$ cat config.mk
export PLATFORM = sky130hd
export DESIGN_NAME = rr_arb_wdog
export DESIGN_NICKNAME = d
export VERILOG_FILES = /design/src/rtl/rr_arb_pkg.sv /design/src/rtl/rr_wait_wdog.sv /design/src/rtl/rr_arb_wdog.sv
export SDC_FILE = /design/constraint.sdc
export NUM_CORES = 1
export LEC_CHECK = 0
export BUFFER_PORTS_ARGS = -buffer_cell sky130_fd_sc_hd__buf_2
export CAP_MARGIN = 25
export CORE_AREA = 3 3 88 90
export DETAILED_ROUTE_END_ITERATION = 10
export DIE_AREA = 0 0 91 93
export SLEW_MARGIN = 20
export SYNTH_ARGS = -nofsm -noshare
export SYNTH_HDL_FRONTEND = slang
export SYNTH_SLANG_ARGS = --single-unit
$ cat constraint.sdc
create_clock -name clk -period 2.6 [get_ports clk]
set_clock_uncertainty 0.05 [all_clocks]
set_input_delay 0.52 -clock clk [delete_from_list [all_inputs] [get_ports clk]]
set_output_delay 0.52 -clock clk [all_outputs]
set_load 0.02 [all_outputs]
$ cat src/rtl/rr_arb_pkg.sv
// Shared types and helpers for the round-robin arbiter with starvation watchdogs.
package rr_arb_pkg;

  typedef enum logic {IDLE, GRANT} arb_state_e;

  // Widest request vector the picker handles; callers zero-extend narrower ones.
  localparam int unsigned MAX_REQ = 16;
  localparam int unsigned PICK_W  = 4;

  typedef struct packed {
    logic              found;
    logic [PICK_W-1:0] idx;
  } rr_pick_t;

  // Width of a channel index; never less than one bit.
  function automatic int unsigned idw_of(input int unsigned n);
    return (n > 1) ? $clog2(n) : 1;
  endfunction

  // First set request at or after ptr, scanning upward and wrapping at n-1 -> 0.
  function automatic rr_pick_t rr_pick(input logic [MAX_REQ-1:0] req,
                                       input logic [PICK_W-1:0]  ptr,
                                       input int unsigned        n);
    rr_pick_t    pick;
    int unsigned c;
    pick = '0;
    for (int unsigned k = 0; k < MAX_REQ; k++) begin
      c = (32'(ptr) + k) % n;
      if ((k < n) && !pick.found && req[c[PICK_W-1:0]]) begin
        pick.found = 1'b1;
        pick.idx   = c[PICK_W-1:0];
      end
    end
    return pick;
  endfunction

endpackage

$ cat src/rtl/rr_wait_wdog.sv
// Single-channel starvation watchdog: saturating request-without-grant counter
// with a flag that stays set until reset once the limit is reached.
module rr_wait_wdog
  import rr_arb_pkg::*;
#(
  parameter int unsigned MAX_WAIT = 32
) (
  input  logic clk,
  input  logic rst_n,
  input  logic req,
  input  logic gnt,
  output logic starve
);

  localparam int unsigned     WW       = $clog2(MAX_WAIT + 1);
  localparam logic [WW-1:0]   WAIT_LIM = WW'(MAX_WAIT);

  logic [WW-1:0] cnt;
  logic [WW-1:0] cnt_nxt;

  // Count cycles spent requesting without a grant, holding at the limit.
  always_comb begin
    cnt_nxt = cnt;
    if (!req || gnt) begin
      cnt_nxt = '0;
    end else if (cnt != WAIT_LIM) begin
      cnt_nxt = cnt + WW'(1);
    end
  end

  // Counter register and sticky starvation flag.
  always_ff @(posedge clk or negedge rst_n) begin
    if (!rst_n) begin
      cnt    <= '0;
      starve <= 1'b0;
    end else begin
      cnt    <= cnt_nxt;
      starve <= starve | (cnt_nxt == WAIT_LIM);
    end
  end

endmodule

$ cat src/rtl/rr_arb_wdog.sv
// N-requester round-robin arbiter with hold/release handshake, forced release
// after HOLD_MAX cycles and per-channel starvation watchdogs.
// Optional: define RR_ARB_WDOG_SVA_EN to compile embedded concurrent assertions.
module rr_arb_wdog
  import rr_arb_pkg::*;
#(
  parameter  int unsigned N_REQ    = 4,
  parameter  int unsigned HOLD_MAX = 8,
  parameter  int unsigned MAX_WAIT = 32,
  localparam int unsigned IDW      = idw_of(N_REQ)
) (
  input  logic             clk,
  input  logic             rst_n,
  input  logic [N_REQ-1:0] req,
  input  logic [N_REQ-1:0] done,
  output logic [N_REQ-1:0] gnt,
  output logic             gnt_vld,
  output logic [IDW-1:0]   gnt_id,
  output logic [N_REQ-1:0] starve,
  output logic             force_rel,
  output logic             err_done
);

  localparam int unsigned   HW       = $clog2(HOLD_MAX + 1);
  localparam logic [HW-1:0] HOLD_LIM = HW'(HOLD_MAX);

  arb_state_e       state, state_nxt;
  logic [IDW-1:0]   ptr, ptr_nxt, gnt_id_nxt;
  logic [HW-1:0]    hold_cnt, hold_nxt;
  logic [N_REQ-1:0] gnt_nxt;
  logic             force_nxt;
  logic [MAX_REQ-1:0] req_ext;
  rr_pick_t         pick;
  logic             rel_done, rel_drop, rel_hold;

  // Widen the request vector to the picker's fixed width.
  always_comb begin
    req_ext = '0;
    for (int unsigned i = 0; i < N_REQ; i++) begin
      req_ext[i] = req[i];
    end
  end

  assign pick    = rr_pick(req_ext, PICK_W'(ptr), N_REQ);
  assign gnt_vld = |gnt;

  // Next-state and registered-output decode; a release always passes through
  // IDLE, which is what creates the one-cycle bubble between grants.
  always_comb begin
    state_nxt  = state;
    gnt_nxt    = gnt;
    gnt_id_nxt = gnt_id;
    ptr_nxt    = ptr;
    hold_nxt   = hold_cnt;
    force_nxt  = 1'b0;
    rel_done   = done[gnt_id];
    rel_drop   = !req[gnt_id];
    rel_hold   = (hold_cnt == HOLD_LIM);
    unique case (state)
      IDLE: begin
        if (pick.found) begin
          state_nxt                    = GRANT;
          gnt_nxt                      = '0;
          gnt_nxt[pick.idx[IDW-1:0]]   = 1'b1;
          gnt_id_nxt                   = pick.idx[IDW-1:0];
          hold_nxt                     = HW'(1);
        end
      end
      GRANT: begin
        if (rel_done || rel_drop || rel_hold) begin
          state_nxt  = IDLE;
          gnt_nxt    = '0;
          gnt_id_nxt = '0;
          ptr_nxt    = (gnt_id == IDW'(N_REQ - 1)) ? '0 : gnt_id + IDW'(1);
          hold_nxt   = '0;
          force_nxt  = rel_hold && !rel_done && !rel_drop;
        end else begin
          hold_nxt = hold_cnt + HW'(1);
        end
      end
      default: ;
    endcase
  end

  // Arbiter state, grant outputs and sticky protocol-error flag.
  always_ff @(posedge clk or negedge rst_n) begin
    if (!rst_n) begin
      state     <= IDLE;
      gnt       <= '0;
      gnt_id    <= '0;
      ptr       <= '0;
      hold_cnt  <= '0;
      force_rel <= 1'b0;
      err_done  <= 1'b0;
    end else begin
      state     <= state_nxt;
      gnt       <= gnt_nxt;
      gnt_id    <= gnt_id_nxt;
      ptr       <= ptr_nxt;
      hold_cnt  <= hold_nxt;
      force_rel <= force_nxt;
      err_done  <= err_done | (|(done & ~gnt));
    end
  end

  for (genvar i = 0; i < N_REQ; i++) begin : g_wdog
    rr_wait_wdog #(.MAX_WAIT(MAX_WAIT)) u_wdog (
      .clk    (clk),
      .rst_n  (rst_n),
      .req    (req[i]),
      .gnt    (gnt[i]),
      .starve (starve[i])
    );
  end

`ifdef RR_ARB_WDOG_SVA_EN
  a_onehot: assert property (@(posedge clk) disable iff (!rst_n) $onehot0(gnt))
    else $error("%m: more than one grant asserted");
  a_vld: assert property (@(posedge clk) disable iff (!rst_n) gnt_vld == |gnt)
    else $error("%m: gnt_vld inconsistent with gnt");
  a_force: assert property (@(posedge clk) disable iff (!rst_n) force_rel |-> $past(gnt_vld))
    else $error("%m: force_rel without a preceding grant");
  a_idle: assert property (@(posedge clk) disable iff (!rst_n)
                           (state == IDLE && req != '0) |=> gnt_vld)
    else $error("%m: pending request not granted from IDLE");
  for (genvar i = 0; i < N_REQ; i++) begin : g_sva
    a_wait: assert property (@(posedge clk) disable iff (!rst_n)
                             req[i] |-> ##[0:MAX_WAIT-1] gnt[i])
      else $error("%m: request-to-grant latency bound exceeded");
  end
`endif

endmodule

# Word-level counts from Yosys, hierarchy flattened
# Index checks and enable logic that the tools add are counted.
# W data, S select, Z words.
# op_classes
add_sub_neg,9
multipliers,0
n_div,0
order_cmp,7
n_eq_ne,12
shift,0
muxes,41
bitwise,8
reduce_logical,25
# ops
cell,count
$mux W6,8
$add A6 B1 Y6 const B,4
$eq A6 B6 Y1 const B,4
$ne A6 B6 Y1 const B,4
$lt A2 B5 Y1 const B,4
$mux W5,4
$mux W4,4
$pmux W4 S2,2
$bmux W1 S2,6
$mux W1,11
$logic_not A1 Y1,9
$reduce_or A4 Y1,2
$logic_and A1 B1 Y1,6
$logic_or A1 B1 Y1,6
$lt A2 B3 Y1 const B,2
$mux W2,3
$or A1 B1 Y1,5
$add A2 B1 Y2 const B,2
$add A2 B2 Y2 const B,2
$add A4 B1 Y4 const B,1
$and A4 B4 Y4,1
$eq A4 B4 Y1 const B,1
$not A4 Y4,1
$pmux W2 S2,1
8 further kinds,9
# totals
reg_bits,43
latchBits,0
ram_bits,0
rom_bits,0
in_bits,10
out_inout_bits,13
word_cells,117
mem_count,0

# Depth between registers and ports, before layout
# Gate-level depths: netlist of run 1.
# logic_depth
word_depth,18
mapped_depth,6
mapped_depth_nobuf,6

# Modules after synthesis
# A second synthesis of run 1 with hierarchy kept.
# hier_totals
cells_unflattened,242
hier_area_um2,2436.1
# modules_own_cells
mod,instances,cells_each,area_per_inst_um2,seq_area_each_um2
rr_wait_wdog,4,41,400.4,175.2
rr_arb_wdog,1,78,834.6,375.4

# Least setup slack after synthesis of run 1
# Ideal clock, no wire load.
# synth_timing
path_kind,reg2reg
from,register gnt_id[0]
to,register ptr[0]
setup_ns,0.128
arrival_ns,1.639
t_required_ns,2.422
slack_ns,0.783
path_stages_with_launch,5
n_path_buf,0
synth_period_minus_slack_ns,1.817
path_cell_list,dfrtp_1 > nor4b_1 > nor4_4 > o21ai_1 > mux2_1
# synth_between
elab_chain_cells,6
word_cells_on_any_way,11
cone_classes,1 x add/sub; 1 x eq/ne; 5 x mux; 4 x reduce/logical
# synth_lines
element,line,text
start: declaration,rr_arb_wdog.sv:18,"output logic [IDW-1:0] gnt_id,"
start signal: assignment,rr_arb_wdog.sv:98,gnt_id <= gnt_id_nxt;
$bmux W1 S2,rr_arb_wdog.sv:57,rel_drop = !req[gnt_id];
$mux W1 (implied by the code),rr_arb_wdog.sv:57,
$logic_not A1 Y1,rr_arb_wdog.sv:57,
$logic_or A1 B1 Y1 (2 in series),rr_arb_wdog.sv:70,if (rel_done || rel_drop || rel_hold) begin
$reduce_and A2 Y1 (no source line),-,
end signal: assignment,rr_arb_wdog.sv:99,ptr <= ptr_nxt;
end: declaration,rr_arb_wdog.sv:28,"logic [IDW-1:0] ptr, ptr_nxt, gnt_id_nxt;"
# Several ways; a longest one is shown, not always the timed one. The select of a mux whose other input is x is not followed.
# A chain may end at the register's enable or synchronous reset.

# Final worst setup path of run 1
# layout_timing
from,register gnt[1]
to,output port gnt_vld
# layout_between
elab_chain_cells,1
# layout_lines
element,line,text
start: declaration,rr_arb_wdog.sv:16,"output logic [N_REQ-1:0] gnt,"
start signal: assignment,rr_arb_wdog.sv:97,gnt <= gnt_nxt;
$reduce_or A4 Y1,rr_arb_wdog.sv:45,assign gnt_vld = |gnt;
end: declaration,rr_arb_wdog.sv:17,"output logic gnt_vld,"
# Every way passes these cells.

==> out/summary.txt, run 1 <==
Status -> finished, final reports clean
Clk Latency, worst-skew pair -> 290 ps
DR WL/cell -> 13.15 µm
Ys async rst share -> 100.0%
Gpl congestion -> 0.8130
Detailed Route WL -> 4.759 mm
Gr usage total -> 11.66%
Crit path max fanout -> 5
Port Buf Inserts -> 22
Slew margin rel. -> 60.42%
Fillers -> 747
Fmax -> 492.2 MHz
Final worst setup slack -> 568.4 ps
Seq/Total Area, Yosys -> 43.97%
Mapped Area -> 0.002447 mm²
Max_cap viols -> 0
Synth area leader -> dfrtp_1
Initial antenna violation count -> 0
TritonCTS clock tree -> done
Mean Syn Cell Area -> 9.989 µm²
Dpl cell area -> 0.002620 mm²
Final Max Tran Viols -> 0
Crit start category -> flop
DP HPWL -> 3.503 mm
Bufs on Longest Clock Path -> 2
Final min period -> 2032 ps
Final instance area -> 0.002756 mm²
Chip height -> 93 µm
Placed Cells -> 354
Setup bufs post-CTS -> 0
WP data arrival -> 1460 ps
Met1 wire length -> 2.392 mm
Vias in the first global route -> 1707
Clock transition at the registers of the reported paths -> 80 ps
Pwr Density -> 833.8 mW/mm²
#FFs+latches synth -> 43
Die Wd -> 91 µm
Root buffer cell -> clkbuf_8
Final setup fails -> 0
Worst vdd ir -> 396.0 µV
Fin cells -> 362
H-Tree Depth -> 2
First-pass GRT wire length -> 8.052 mm
Detail Route met3 WL -> 158 µm
Total CTS buffers -> 5
Main flop type after synthesis -> dfrtp_1
WL met2 -> 2.168 mm
P&R area growth vs syn -> 12.63%
Final hold violations -> 0
Via density -> 5.006
CP required -> 2030 ps
DRT antenna net count -> 0
RSZ-0062 raised after global routing -> no
# diodes -> 0
Post-CTS sizing -> 0
Initial DRC count -> 99
Top Metal Used -> met4
HP Class -> in -> async
Ranking of synthesized cells by area -> dfrtp_1, ha_1, nor2_1
Ports -> 23
Clock Sinks -> 43
YS warnings -> 0
DIE AREA -> 0.008463 mm²
Initial Utilization -> 34.29%
DRC viols -> 0
Highest-delay cell along the critical path -> or4_1
Critical path cell sequence -> or4_1 -> buf_2
Top cell type's share of synthesized area -> 43.97%
Synth unique cells -> 52
Proportion of layout cells with a drive suffix above 1 -> 13.69%
Fin util -> 38.62%
TNS Setup -> 0 ps
Synthesized Nets -> 266
GR Overflow Total -> 0
EDFF count, synth -> 0
Final worst path period share -> 78.14%
DRT Pass-1 Iters -> 4
LEAKAGE -> 0.001238 µW
CP endpoint kind -> primary output
CORE AREA -> 0.007137 mm²
FP Rows -> 31
Worst slew pin tran -> 588.3 ps
Pre-CTS setup slack -> 573.2 ps
CP peak stage delay -> 540 ps
Vias post-DR -> 1812
Layout net count -> 283
Critical path type -> reg -> out
Hold_buf cts -> 0
Pin count of the biggest net entering global routing -> 44
Post-Synthesis Cells -> 245
## placed cells by master, fill, tap and decap left out, drive strengths merged, types with 2 or more instances in the layout
| master | Yosys | layout |
|---|---|---|
| nor4bb | 3 | 3 |
| nor2 | 24 | 24 |
| o211ai | 2 | 2 |
| o31ai | 4 | 4 |
| a21o | 2 | 2 |
| nor4b | 2 | 2 |
| nand2b | 3 | 3 |
| and4b | 2 | 2 |
| nor4 | 5 | 5 |
| dfrtp | 43 | 43 |
| inv | 17 | 17 |
| clkbuf | 3 | 5 |
| o2bb2ai | 2 | 2 |
| o21ai | 5 | 5 |
| a31oi | 2 | 2 |
| ha | 11 | 11 |
| and3 | 2 | 2 |
| and2 | 3 | 3 |
| nand3 | 13 | 13 |
| a21oi | 8 | 8 |
| mux2 | 2 | 2 |
| a22o | 6 | 6 |
| a211oi | 3 | 3 |
| bufinv | 0 | 2 |
| nor2b | 3 | 3 |
| xor2 | 9 | 9 |
| nor3 | 7 | 7 |
| or3 | 2 | 2 |
| buf | 10 | 23 |
| nand2 | 13 | 13 |
| a211o | 5 | 5 |
| mux2i | 4 | 4 |
| xnor2 | 10 | 10 |
## logic make-up after synthesis
kind of cell    synth area share [%]
flops                          43.97
mux                            2.556
simple gates                   20.20
fa+ha+maj                      5.624
buf+inv                        5.931
xor+xnor                       6.800
compound gates                 14.93
## synthesized netlist by cell type, types with 3 or more instances
| library cell | count |
|---|---|
| dfrtp_1 | 43 |
| nor2_1 | 24 |
| inv_1 | 17 |
| nand2_1 | 13 |
| nand3_1 | 13 |
| ha_1 | 11 |
| xnor2_1 | 10 |
| xor2_1 | 9 |
| a21oi_1 | 8 |
| buf_4 | 8 |
| nor3_1 | 7 |
| a22o_1 | 6 |
| a211o_1 | 5 |
| mux2i_1 | 4 |
| o31ai_1 | 4 |
| a211oi_1 | 3 |
| and2_1 | 3 |
| clkbuf_1 | 3 |
| nand2b_1 | 3 |
| nor2b_1 | 3 |
| nor4_1 | 3 |
| o21ai_0 | 3 |
## flip-flops by register name, summed over array words and instances (netlist names)
| register | flops |
|---|---|
| gnt_id | 2 |
| force_rel | 1 |
| hold_cnt | 4 |
| gnt | 4 |
| err_done | 1 |
| g_wdog.u_wdog.starve | 4 |
| ptr | 2 |
| g_wdog.u_wdog.cnt | 24 |
| state | 1 |
## layer usage
metal / vias to the layer above / global-route usage (%)
met5: - / 0
met4: 0 / 2.638
met3: 5 / 2.735
met2: 26 / 18.45
met1: 875 / 16.27
li1: 906 / -
## path summary, 6_finish.rpt
check / startpoint / end / slack, ps / cells after the start
max in group asynchronous: rst_n / g_wdog[3].u_wdog.cnt[5]$_DFF_PN0_ / 2150 / 2
hold / removal: rst_n / state$_DFF_PN0_ / 130 / 2
setup / recovery: gnt[1]$_DFFE_PN0P_ / gnt_vld / 570 / 2
hold reg to reg: g_wdog[2].u_wdog.starve$_DFF_PN0_ / g_wdog[2].u_wdog.starve$_DFF_PN0_ / 420 / 2
min in group clk: g_wdog[2].u_wdog.starve$_DFF_PN0_ / g_wdog[2].u_wdog.starve$_DFF_PN0_ / 420 / 2
setup reg to reg: gnt_id[0]$_DFFE_PN0P_ / ptr[1]$_DFFE_PN0P_ / 690 / 4
## cell type report
type	count	area [µm²]	area share [%]
inverter	17	63.81	2.315
clock buffer	5	68.82	2.497
timing repair buffer	23	130.1	4.721
clock inverter	3	67.56	2.451
tap	99	123.9	4.494
sequential	43	1076	39.04
multi-input combinational	172	1226	44.48
## stage by stage
stage          total power (µW)  hold slack [ps]
2_1_floorplan              1501            174.4
3_5_place_dp               1692            411.5
5_1_grt                    2460            151.9
4_1_cts                    2321            138.5
6_report                   2298            130.4
3_3_place_gp               1691            404.2
## power by group
group	total (µW)	internal (µW)	leakage (µW)	switching, µW
Combinational	705	304	0.000612	401
Clock	615	383	0.0000644	232
Sequential	978	788	0.000562	190
## critical path, delay by kind of cell (launching register included)
kind                   cells  cell delay, ps
buffers and inverters      1             180
flip-flops                 1             450
AND/OR/NAND/NOR            1             540
Power figures use the tool's default switching activity.
==> run 2, diff against run 1 <==
Clock period 2.6 ns to 2.1 ns, I/O delays scaled along.
==> run 2 against run 1 <==
Sequential power grew 24%. Sequential cell count is the same. Die area did not move.
==> out/summary.txt, run 2 (synthesis gave the netlist of run 1 again) <==
Fin cells -> 365 (+0.83%)
Initial antenna violation count -> 0 (unchanged)
Bufs on Longest Clock Path -> 2 (unchanged)
Fin util -> 38.60% (about the same)
CP required -> 1630 ps (-400 ps)
CP endpoint kind -> primary output
Via density -> 5.027 (+0.44%)
Layout net count -> 286 (+1.1%)
Gpl congestion -> 0.8275 (+1.8%)
CP Launch Point -> gnt[2]$_DFFE_PN0P_
Highest-delay cell along the critical path -> or4_1
Ports -> 23 (unchanged)
Final setup fails -> 0 (unchanged)
CP bufs+invs -> 1 (unchanged)
DRT Pass-1 Iters -> 5 (+1)
DIE AREA -> 0.008463 mm² (unchanged)
CP top delay family -> simple AND/OR/NAND/NOR gates
# diodes -> 0 (unchanged)
Die Wd -> 91 µm (unchanged)
RSZ-0062 raised after global routing -> no
Proportion of layout cells with a drive suffix above 1 -> 14.66% (+0.97 points)
Pwr Density -> 999.2 mW/mm² (+20%)
H-Tree Depth -> 2 (unchanged)
Final worst setup slack -> 146.9 ps (-421.4 ps)
Reg with most FFs -> g_wdog.u_wdog.cnt
Status -> finished, final reports clean
Pre-CTS setup slack -> 182.8 ps (-390.4 ps)
Detailed Route WL -> 4.967 mm (+4.4%)
Final hold slack -> 35.53 ps (-94.86 ps)
Placed Cells -> 357 (+0.85%)
Commonest non-fill, non-tap cell in the layout -> dfrtp_1
Initial DRC count -> 104 (+5.1%)
Vias post-DR -> 1835 (+1.3%)
Final Max Tran Viols -> 0 (unchanged)
Worst vdd ir -> 508.4 µV (+28%)
Pin count of the biggest net entering global routing -> 24 (-45%)
Gr usage total -> 12.48% (+0.82 points)
Clock transition at the registers of the reported paths -> 90 ps (about the same)
LEAKAGE -> 0.001248 µW (+0.81%)
Critical R2R Launch -> gnt_id[0]$_DFFE_PN0P_
TNS Setup -> 0 ps (unchanged)
WP data arrival -> 1480 ps (+20 ps)
CORE AREA -> 0.007137 mm² (unchanged)
Final hold violations -> 0 (unchanged)
GR Overflow Total -> 0 (unchanged)
Setup bufs post-CTS -> 0 (unchanged)
Max reg flops -> 24 (unchanged)
Crit start category -> flop
CP peak stage delay -> 550 ps (about the same)
Fillers -> 748 (+0.13%)
Crit path max fanout -> 4 (-1)
DP HPWL -> 3.665 mm (+4.6%)
HP Class -> in -> async
P&R area growth vs syn -> 12.58% (about the same)
Most frequent cells in the layout -> dfrtp_1, nor2_1, buf_2, inv_1
DR WL/cell -> 13.61 µm (+3.5%)
Final worst path period share -> 93.00%
Max_cap viols -> 0 (unchanged)
Multi-input logic area -> 0.001226 mm² (unchanged)
Critical path type -> reg -> out
Slew margin rel. -> 60.62% (+0.21 points)
FF/Latch Area -> 0.001076 mm² (unchanged)
Vias in the first global route -> 1831 (+7.3%)
Initial Utilization -> 34.29% (unchanged)
Total CTS buffers -> 5 (unchanged)
Post-CTS sizing -> 0 (unchanged)
DRT antenna net count -> 0 (unchanged)
First-pass GRT wire length -> 8.694 mm (+8.0%)
Clk Latency, worst-skew pair -> 300 ps (about the same)
Final min period -> 1953 ps
FP Rows -> 31 (unchanged)
Clock Sinks -> 43 (unchanged)
Root buffer cell -> clkbuf_8
Chip height -> 93 µm (unchanged)
Hold_buf cts -> 0 (unchanged)
Critical path cell sequence -> or4_1 -> buf_2
DRC viols -> 0 (unchanged)
Worst slew pin tran -> 582.4 ps (-5.875 ps)
Fmax -> 512.0 MHz
Port Buf Inserts -> 22 (unchanged)
TritonCTS clock tree -> done
run 2: changes by cell type in the layout (fill, tap and decap cells not counted):
cell,change
clkinv_4,+1
clkinvlp_4,-1
clkinv_2,+1
buf_4,+3
bufinv_16,-1
run 2: through the flow:
| step | total power (µW) | area, µm² |
|---|---|---|
| global placement | 2096 | 2643 |
| global route | 2954 | 2755 |
| CTS | 2780 | 2755 |
| floorplan | 1858 | 2447 |
| finish | 2753 | 2755 |
| detailed placement | 2112 | 2643 |
run 2: path summary, 6_finish.rpt:
check,slack [ps],endpoint,depth (start not counted)
max,150,gnt_vld,2
min,40,g_wdog[0].u_wdog.cnt[1]$_DFF_PN0_,1
max reg2reg,240,ptr[1]$_DFFE_PN0P_,4
min reg2reg,410,g_wdog[2].u_wdog.starve$_DFF_PN0_,2
max in group asynchronous,1470,g_wdog[2].u_wdog.cnt[5]$_DFF_PN0_,2
min in group clk,320,err_done$_DFF_PN0_,3
run 2: area by class of cell:
| cell class | instances | share of cell area [%] |
|---|---|---|
| Timing Repair Buffer | 26 | 5.540 |
| Inverter | 17 | 2.316 |
| Tap cell | 99 | 4.496 |
| Clock inverter | 3 | 1.589 |
| Sequential cell | 43 | 39.06 |
| Clock buffer | 5 | 2.498 |
| Multi-Input combinational cell | 172 | 44.51 |
run 2: power breakdown:
group / leakage (µW) / switching (µW) / internal [µW]
Combinational: 0.000628 / 503 / 381
Sequential: 0.000562 / 235 / 975
Clock: 0.0000581 / 304 / 354
Total: 0.00125 / 1040 / 1710
run 2: per-layer routing:
metal	track usage, %	part of all wire, %
met1	17.40	49
met2	19.31	45
met3	2.816	4.3
met4	3.894	1.3
met5	0	0
